<file path="src/rtl/pkt_proc_mvc.sv">
// rtl/pkt_proc_mvc.sv - multi-VC packet framer/checker between AXI packet buffers and router local port
//
// Purpose:
//   TX: tags each outgoing flit HEAD/BODY/TAIL using a per-VC packet counter,
//       so packets on different VCs may interleave beat by beat.
//   RX: forwards router flits to the AXI RX buffers and checks framing per VC
//       against the size carried in the head flit.
//   Saturating packet/error counters are exported for the CSR block.
//
// Ports:
//   clk_axi, arst_axi                  clock, synchronous active-high reset
//   tx_valid_i/tx_ready_o/tx_vc_i      AXI-side TX handshake and VC select
//   tx_pkt_sz_i, tx_data_i             packet size (head beat only), payload
//   noc_tx_valid_o/noc_tx_ready_i      router TX handshake (ready is per VC)
//   noc_tx_flit_o, noc_tx_vc_o         {type, payload} and VC to router
//   noc_rx_valid_i/noc_rx_ready_o      router RX handshake
//   noc_rx_flit_i, noc_rx_vc_i         flit and VC from router
//   rx_valid_o/rx_ready_i              AXI RX buffer handshake
//   rx_data_o, rx_vc_o, rx_ftype_o     payload, VC and type of the RX flit
//   rx_err_o                           registered 1-cycle framing error pulse
//   tx_pkt_cnt_o, rx_pkt_cnt_o         completed packet counters
//   rx_err_cnt_o                       framing error counter

module pkt_proc_mvc #(
    parameter int NumVirtChn    = 3,
    parameter int FlitDataWidth = 32,
    parameter int PktWidth      = 8,
    parameter int HdrSzLsb      = 0,
    parameter int CntWidth      = 16,
    localparam int VcW          = (NumVirtChn > 1) ? $clog2(NumVirtChn) : 1,
    localparam int FlitWidth    = FlitDataWidth + 2
) (
    input  logic                     clk_axi,
    input  logic                     arst_axi,
    input  logic                     tx_valid_i,
    output logic                     tx_ready_o,
    input  logic [VcW-1:0]           tx_vc_i,
    input  logic [PktWidth-1:0]      tx_pkt_sz_i,
    input  logic [FlitDataWidth-1:0] tx_data_i,
    output logic                     noc_tx_valid_o,
    input  logic [NumVirtChn-1:0]    noc_tx_ready_i,
    output logic [FlitWidth-1:0]     noc_tx_flit_o,
    output logic [VcW-1:0]           noc_tx_vc_o,
    input  logic                     noc_rx_valid_i,
    output logic                     noc_rx_ready_o,
    input  logic [FlitWidth-1:0]     noc_rx_flit_i,
    input  logic [VcW-1:0]           noc_rx_vc_i,
    output logic                     rx_valid_o,
    input  logic                     rx_ready_i,
    output logic [FlitDataWidth-1:0] rx_data_o,
    output logic [VcW-1:0]           rx_vc_o,
    output logic [1:0]               rx_ftype_o,
    output logic                     rx_err_o,
    output logic [CntWidth-1:0]      tx_pkt_cnt_o,
    output logic [CntWidth-1:0]      rx_pkt_cnt_o,
    output logic [CntWidth-1:0]      rx_err_cnt_o
);

    // Flit type encoding; 2'b11 is undefined and always rejected on RX.
    localparam logic [1:0] FT_HEAD = 2'b00;
    localparam logic [1:0] FT_BODY = 2'b01;
    localparam logic [1:0] FT_TAIL = 2'b10;

    // State arrays cover every encodable VC index so an out-of-range VC
    // code can never index past the end of an array.
    localparam int NumVcP = 1 << VcW;

    // ------------------------------------------------------------------
    // TX framing
    // ------------------------------------------------------------------
    logic [NumVcP-1:0]   tx_busy;
    logic [PktWidth-1:0] tx_cnt [NumVcP];
    logic [NumVcP-1:0]   rdy_pad;
    logic [1:0]          tx_ftype;
    logic                tx_fire;
    logic                tx_done;

    // Unimplemented VC codes see a permanently de-asserted ready.
    always_comb begin
        rdy_pad                 = '0;
        rdy_pad[NumVirtChn-1:0] = noc_tx_ready_i;
    end

    assign tx_ready_o = rdy_pad[tx_vc_i];
    assign tx_fire    = tx_valid_i && tx_ready_o;

    always_comb begin
        tx_ftype = FT_HEAD;
        if (tx_busy[tx_vc_i]) begin
            tx_ftype = (tx_cnt[tx_vc_i] != '0) ? FT_BODY : FT_TAIL;
        end
    end

    // A packet completes on its TAIL, or on a size-0 HEAD which is the whole packet.
    assign tx_done = tx_fire &&
                     ((!tx_busy[tx_vc_i] && (tx_pkt_sz_i == '0)) ||
                      ( tx_busy[tx_vc_i] && (tx_cnt[tx_vc_i] == '0)));

    assign noc_tx_valid_o = tx_valid_i;
    assign noc_tx_flit_o  = tx_valid_i ? {tx_ftype, tx_data_i} : '0;
    assign noc_tx_vc_o    = tx_vc_i;

    always_ff @(posedge clk_axi) begin
        if (arst_axi) begin
            tx_busy <= '0;
            for (int i = 0; i < NumVcP; i++) begin
                tx_cnt[i] <= '0;
            end
        end else if (tx_fire) begin
            if (!tx_busy[tx_vc_i]) begin
                if (tx_pkt_sz_i != '0) begin
                    tx_busy[tx_vc_i] <= 1'b1;
                    tx_cnt[tx_vc_i]  <= tx_pkt_sz_i - 1'b1;
                end
            end else if (tx_cnt[tx_vc_i] != '0) begin
                tx_cnt[tx_vc_i] <= tx_cnt[tx_vc_i] - 1'b1;
            end else begin
                tx_busy[tx_vc_i] <= 1'b0;
            end
        end
    end

    // ------------------------------------------------------------------
    // RX checking
    // ------------------------------------------------------------------
    logic [NumVcP-1:0]   rx_inpkt;
    logic [PktWidth-1:0] rx_rcnt [NumVcP];
    logic [1:0]          rx_ftype;
    logic [PktWidth-1:0] rx_sz;
    logic                rx_fire;
    logic                rx_bad;
    logic                rx_done;
    logic                rx_nxt_in;
    logic [PktWidth-1:0] rx_nxt_cnt;

    assign rx_ftype = noc_rx_flit_i[FlitWidth-1 -: 2];
    assign rx_sz    = noc_rx_flit_i[HdrSzLsb +: PktWidth];
    assign rx_fire  = noc_rx_valid_i && rx_ready_i;

    assign noc_rx_ready_o = rx_ready_i;
    assign rx_valid_o     = noc_rx_valid_i;
    assign rx_data_o      = noc_rx_flit_i[FlitDataWidth-1:0];
    assign rx_vc_o        = noc_rx_vc_i;
    assign rx_ftype_o     = rx_ftype;

    // Next state of the addressed VC. Errored flits are still forwarded; a
    // HEAD always (re)starts a packet, anything else that is out of place
    // drops the VC back to IDLE.
    always_comb begin
        rx_bad     = 1'b0;
        rx_done    = 1'b0;
        rx_nxt_in  = 1'b0;
        rx_nxt_cnt = '0;
        case (rx_ftype)
            FT_HEAD: begin
                rx_bad = rx_inpkt[noc_rx_vc_i];
                if (rx_sz == '0) begin
                    rx_done = 1'b1;
                end else begin
                    rx_nxt_in  = 1'b1;
                    rx_nxt_cnt = rx_sz - 1'b1;
                end
            end
            FT_BODY: begin
                if (rx_inpkt[noc_rx_vc_i] && (rx_rcnt[noc_rx_vc_i] != '0)) begin
                    rx_nxt_in  = 1'b1;
                    rx_nxt_cnt = rx_rcnt[noc_rx_vc_i] - 1'b1;
                end else begin
                    rx_bad = 1'b1;
                end
            end
            FT_TAIL: begin
                if (rx_inpkt[noc_rx_vc_i] && (rx_rcnt[noc_rx_vc_i] == '0)) begin
                    rx_done = 1'b1;
                end else begin
                    rx_bad = 1'b1;
                end
            end
            default: rx_bad = 1'b1;
        endcase
    end

    always_ff @(posedge clk_axi) begin
        if (arst_axi) begin
            rx_inpkt <= '0;
            rx_err_o <= 1'b0;
            for (int i = 0; i < NumVcP; i++) begin
                rx_rcnt[i] <= '0;
            end
        end else begin
            rx_err_o <= rx_fire && rx_bad;
            if (rx_fire) begin
                rx_inpkt[noc_rx_vc_i] <= rx_nxt_in;
                rx_rcnt[noc_rx_vc_i]  <= rx_nxt_cnt;
            end
        end
    end

    // ------------------------------------------------------------------
    // Saturating status counters
    // ------------------------------------------------------------------
    always_ff @(posedge clk_axi) begin
        if (arst_axi) begin
            tx_pkt_cnt_o <= '0;
            rx_pkt_cnt_o <= '0;
            rx_err_cnt_o <= '0;
        end else begin
            if (tx_done && (tx_pkt_cnt_o != '1)) begin
                tx_pkt_cnt_o <= tx_pkt_cnt_o + 1'b1;
            end
            if (rx_fire && rx_done && (rx_pkt_cnt_o != '1)) begin
                rx_pkt_cnt_o <= rx_pkt_cnt_o + 1'b1;
            end
            if (rx_fire && rx_bad && (rx_err_cnt_o != '1)) begin
                rx_err_cnt_o <= rx_err_cnt_o + 1'b1;
            end
        end
    end

endmodule

</file>
<file path="config.mk">
export PLATFORM = sky130hd
export DESIGN_NAME = pkt_proc_mvc
export DESIGN_NICKNAME = d
export VERILOG_FILES = /design/src/rtl/pkt_proc_mvc.sv
export SDC_FILE = /design/constraint.sdc
export NUM_CORES = 1
export LEC_CHECK = 0
export ABC_AREA = 0
export CAP_MARGIN = 5
export CORE_MARGIN = 4
export CORE_UTILIZATION = 40
export CTS_BUF_LIST = sky130_fd_sc_hd__clkbuf_4
export DETAILED_ROUTE_END_ITERATION = 10
export GPL_TIMING_DRIVEN = 0
export PLACE_DENSITY = 0.7
export SYNTH_ARGS = -nofsm -noshare
export SYNTH_HDL_FRONTEND = slang
export SYNTH_SLANG_ARGS = --single-unit
export TNS_END_PERCENT = 50
</file>
<file path="constraint.sdc">
create_clock -name clk_axi -period 4.78 [get_ports clk_axi]
set_clock_uncertainty 0.05 [all_clocks]
set_input_delay 0.717 -clock clk_axi [delete_from_list [all_inputs] [get_ports clk_axi]]
set_output_delay 0.717 -clock clk_axi [all_outputs]
set_load 0.01 [all_outputs]
</file>
* Word level (Yosys, flattened, before mapping)
Memory sizes are Yosys's and may differ from the RTL's.
Cells that the tools add are included.
** Storage, ports and cells
- Memories :: 2
- Word-level logic and storage cells :: 108
- Input bits :: 86
- Flip-flop bits (word level) :: 57
- Output and inout bits :: 125
- RAM bits :: 64
** Operators by class
- Reductions and logical operators :: 28
- Equal/unequal tests :: 6
- Bitwise gates (word level) :: 4
- Muxes and demuxes :: 51
- Magnitude comparators :: 4
- Add/sub/neg operators :: 7
** Memory list
- rx_rcnt :: words 4, bits a word 8, read ports 1, clocked after Yosys merged registers in 0, write ports 4, line 127 : logic [PktWidth-1:0] rx_rcnt [NumVcP];
- tx_cnt :: words 4, bits a word 8, read ports 1, clocked after Yosys merged registers in 0, write ports 4, line 72 : logic [PktWidth-1:0] tx_cnt [NumVcP];
** Operators with widths (number)
- adder 16 x 1 -> 16 bit, second input constant :: 3
- inequality test 16 bit, second input constant :: 3
- two-way mux 8 bit :: 5
- two-way mux 34 bit :: 1
- zero test 8 bit :: 4
- subtractor 8 x 1 -> 8 bit, second input constant :: 4
- two-way mux 1 bit :: 28
- nonzero test 8 bit :: 3
- case mux 8 bit (2 select lines) :: 1
- OR reduction 8 bit :: 2
- logical AND 1 bit :: 14
- two-way mux 4 bit :: 3
- two-way mux 2 bit :: 4
- binary-select mux 1 bit (select 2 bit) :: 3
- < comparator 2 x 3 -> 1 bit, second input constant :: 2
- bitwise AND 4 bit :: 1
- bitwise mux 4 bit :: 1
- demux 1 bit (select 2 bit) :: 2
- greater-or-equal comparator 2 x 1 -> 1 bit, second input constant :: 2
- inverter 4 bit :: 1
- OR 4 bit :: 1
- case mux 1 bit (2 select lines) :: 2
- case mux 1 bit (3 select lines) :: 1
- AND reduction 3 bit :: 1
- 8 further kinds :: 8

* Depth between registers and ports, before layout
An unclocked memory read counts as a cell.
- Depth after elaboration :: 10
- Mapped depth :: 14
- Depth with buffers taken out :: 12

* Least setup slack after synthesis
OpenSTA, ideal clock, no wires.
- Path type :: input-to-reg
- Start :: input port tx_vc_i[0]
- End :: memory tx_cnt[0][2] (data pin)
- Data arrival time :: 3.369 ns
- Library setup time :: 0.268 ns
- Required time :: 4.462 ns
- Path slack :: 1.093 ns
- Stages :: 12
- Path buffers :: 2
- Cell sequence :: buf_2 buf_6 mux4_2 nor4_4 a21oi_1 mux2_2 inv_1 ha_1 nand2b_1 a22oi_1 nor3_1 nor2_1
** RTL lines
- start: declaration :: line 37 : input logic [VcW-1:0] tx_vc_i,
- end: declaration :: line 72

* Worst setup path after layout
- Start :: input port tx_vc_i[1]
- End :: output port noc_tx_flit_o[33]
** Between the ends
- Longest elaborated chain between the ends :: 5
- Elaborated cells on any way between the ends :: 7
- Those cells by class :: 5 x mux; 1 x reduce/logical; 1 x memory
** Ends and longest elaborated chain
- memory read (4 x 8 bit)
- nonzero test 8 bit :: line 90 : tx_ftype = (tx_cnt[tx_vc_i] != '0) ? FT_BODY : FT_TAIL;
- two-way mux 2 bit :: line 90
- two-way mux 2 bit * :: line 89 : if (tx_busy[tx_vc_i]) begin
- two-way mux 34 bit * :: line 100 : assign noc_tx_flit_o = tx_valid_i ? {tx_ftype, tx_data_i} : '0;
- end: declaration :: line 42 : output logic [FlitWidth-1:0] noc_tx_flit_o,
Mark *: on every way between the ends. The rest lies on a longest branch, timed or not. The select of a mux whose other input is x is not followed.

==> summary.txt <==
CTS Hold Bufs = 0
final global-route overflow total = 0
min cycle time layout = 4.53 ns
via count = 5959
crit-path max cell delay = 0.68 ns
share of cells above drive strength 1 = 0.120
area occupied by multi-input gates = 0.00323 mm²
wire length of the first global-routing pass = 29.8 mm
number of port buffers = 182
fillcell total = 1531
Initial Util = 0.410
most used flip-flop cell after synthesis = edfxtp_1
Int Power = 1.69 mW
Avg Cell Area, Syn = 9.73 µm²
fin. max-slew vios = 0
Sw Pwr = 603 µW
synth top area cells = edfxtp_1, dfxtp_1, nor2_1, mux4_2, buf_4
Core ar. = 0.0166 mm²
Synth top area share = 0.282
Die Y = 139 µm
die area = 0.0192 mm²
ys async rst share = 0
CP endpoint kind = output pin
Setup TNS = 0 ns
slew margin rel. = 0.242
Rows = 47
Setup Buffers After CTS = 0
Final ANT Viol Nets = 0
#FFs+latches synth = 121
Hold Fails Final Rpt = 0
EDFF count, synth = 64
DRT iter0 DRCs = 287
Crit Path Class = in2out
final setup vio count = 0
outcome = completed
sequential share of the synthesized area = 0.449
TritonCTS clock tree = done
Post-Syn Area = 0.00682 mm²
storage element area = 0.00306 mm²
clk root buf = clkbuf_4
commonest cells in the netlist = nor2_1, edfxtp_1, dfxtp_1, buf_4, and2_1
clk buf depth = 2
Non-Filler Instances = 1136
Net Sw Frac = 0.263
Tightest Hold Check Type = reg2reg
global-route usage over all layers = 0.189
Wirelength per Cell = 16.2 µm
Tcrit/Tclk final = 0.948
# clock sinks = 121
Via density = 5.25
hold_ws = 0.432 ns
Final Instance Area = 0.00923 mm²
Comb pwr share = 0.160
worst-path cell with the longest stage delay = clkdlybuf4s50_1
GPL Wtd Cong = 0.858
clk slew on worst S/H paths = 0.11 ns
die width = 139 µm
Gate Count Post-Synth = 701
DP Area = 0.00892 mm²
maximum VDD drop = 0.134 mV
dpl cells = 1103
nets = 996
largest net degree at the start of global routing = 17
Num CTS Buffers = 17
PwrDens = 248 mW/mm²
H-tree Lvls = 4
yosys warns = 0
power share of the clock group = 0.345
final core utilization = 0.555
Static Leak = 3.22 nW
DR pass1 iterations = 5
WL final = 18.5 mm
largest area contributor in the netlist = edfxtp_1
IO Count = 211
Worst-Margin Slew = 1.13 ns
Setup crit start kind = input pin
DR DRC count = 0
count leader, synth = nor2_1
Worst Path Arrival = 3.77 ns
PostCTS Resize Cnt = 0
clock latency on the worst-skew pair = 0.53 ns
DP HPWL = 14.3 mm
unrepaired setup endpoints after global routing = no
Sequential Power Share = 0.495
crit-path most repeated cell = clkdlybuf4s50_1
Synthesized Nets = 795
critical path peak fanout = 10
number of global-route vias before repair = 5890
Yosys cell types = 58
Critical Path RT = 4.01 ns
CP cell instances = clkdlybuf4s50_1 -> clkbuf_1 -> mux4_2 -> nor4_4 -> nand2_1 -> nor2_1 -> clkdlybuf4s50_1
P&R area growth vs syn = 35.4%
number of max-cap violations = 0
Max Fclk = 221 MHz
initial antenna violation count = 1
stage by stage:
step	setup WS (ns)	total power, mW
3_5_place_dp	-0.236	1.53
5_1_grt	0.0486	2.40
4_1_cts	0.261	2.32
6_report	0.248	2.29
3_3_place_gp	-0.193	1.52
2_1_floorplan	1.09	1.35
final cells by class:
class | count | share of cell area
inverter | 19 | 0.00772
buffer | 76 | 0.0489
clock inverter | 15 | 0.0203
antenna | 1 | 0.000271
sequential | 121 | 0.332
clock buffer | 17 | 0.0138
timing repair buffer | 182 | 0.197
tap | 220 | 0.0298
multi-input combinational | 485 | 0.350
worst max-delay path: cells and delay by family:
| kind | cells | cell delay, ns |
|---|---|---|
| buffers and inverters | 3 | 1.71 |
| muxes | 1 | 0.44 |
| and+or+nand+nor | 3 | 0.89 |
metal layers:
metal | part of all wire | global-route usage
met1 | 0.44 | 0.243
met2 | 0.47 | 0.312
met3 | 0.079 | 0.0572
met4 | 0.010 | 0.0515
met5 | 0 | 0
kinds of logic (layout without fill, tap and decap cells):
family | after synthesis | in the layout | synth area share
AND/OR/NAND/NOR | 330 | 330 | 0.258
flip-flops | 121 | 121 | 0.449
buffers and inverters | 95 | 309 | 0.0767
AO/OA/AOI/OAI | 74 | 74 | 0.0686
XOR/XNOR | 44 | 44 | 0.0565
multiplexers | 29 | 29 | 0.0763
adder cells (fa/ha/maj) | 8 | 8 | 0.0147
other | 0 | 1 | 0
power groups by stage:
stage | Sequential (mW) | Clock [mW] | Combinational, mW
after global placement | 1.16 | 0 | 0.364
after global routing | 1.14 | 0.864 | 0.396
after detailed placement | 1.16 | 0 | 0.368
after floorplan | 1.15 | 0 | 0.200
final | 1.13 | 0.792 | 0.366
after CTS | 1.13 | 0.812 | 0.369
layout by cell type (no fill, tap or decap), drive strengths merged, types with 4 or more instances in the layout:
| cell | count |
|---|---|
| nor3 | 17 |
| nand2 | 28 |
| or2 | 7 |
| and2 | 38 |
| or3 | 19 |
| a21oi | 24 |
| xnor2 | 35 |
| o31ai | 4 |
| nand2b | 7 |
| or4 | 7 |
| mux2 | 4 |
| inv | 25 |
| dfxtp | 57 |
| a31oi | 4 |
| mux4 | 18 |
| and3 | 12 |
| nor2b | 6 |
| nand4 | 9 |
| and4 | 5 |
| nor4b | 4 |
| clkbuf | 45 |
| ha | 8 |
| o21ai | 16 |
| nor2 | 113 |
| xor2 | 9 |
| edfxtp | 64 |
| buf | 48 |
| nor4 | 21 |
| clkdlybuf4s50 | 182 |
| mux2i | 7 |
| nor3b | 7 |
| nand3 | 23 |
sequential cells by signal (all words and copies together), names as in the netlist, named ones only:
name / flops
rx_inpkt: 4
tx_cnt: 32
rx_err_cnt_o: 16
rx_pkt_cnt_o: 16
tx_pkt_cnt_o: 16
rx_rcnt: 32
rx_err_o: 1
worst paths after layout:
| check | from | endpoint | slack, ns | depth (start not counted) |
|---|---|---|---|---|
| max | tx_vc_i[1] | noc_tx_flit_o[33] | 0.25 | 7 |
| min | flop | flop | 0.43 | 1 |
| max reg2reg | tx_cnt[3][2] | tx_cnt[2][2] | 1.26 | 10 |
| min reg2reg | flop | flop | 0.43 | 1 |
(Power assumes the default switching activity.)
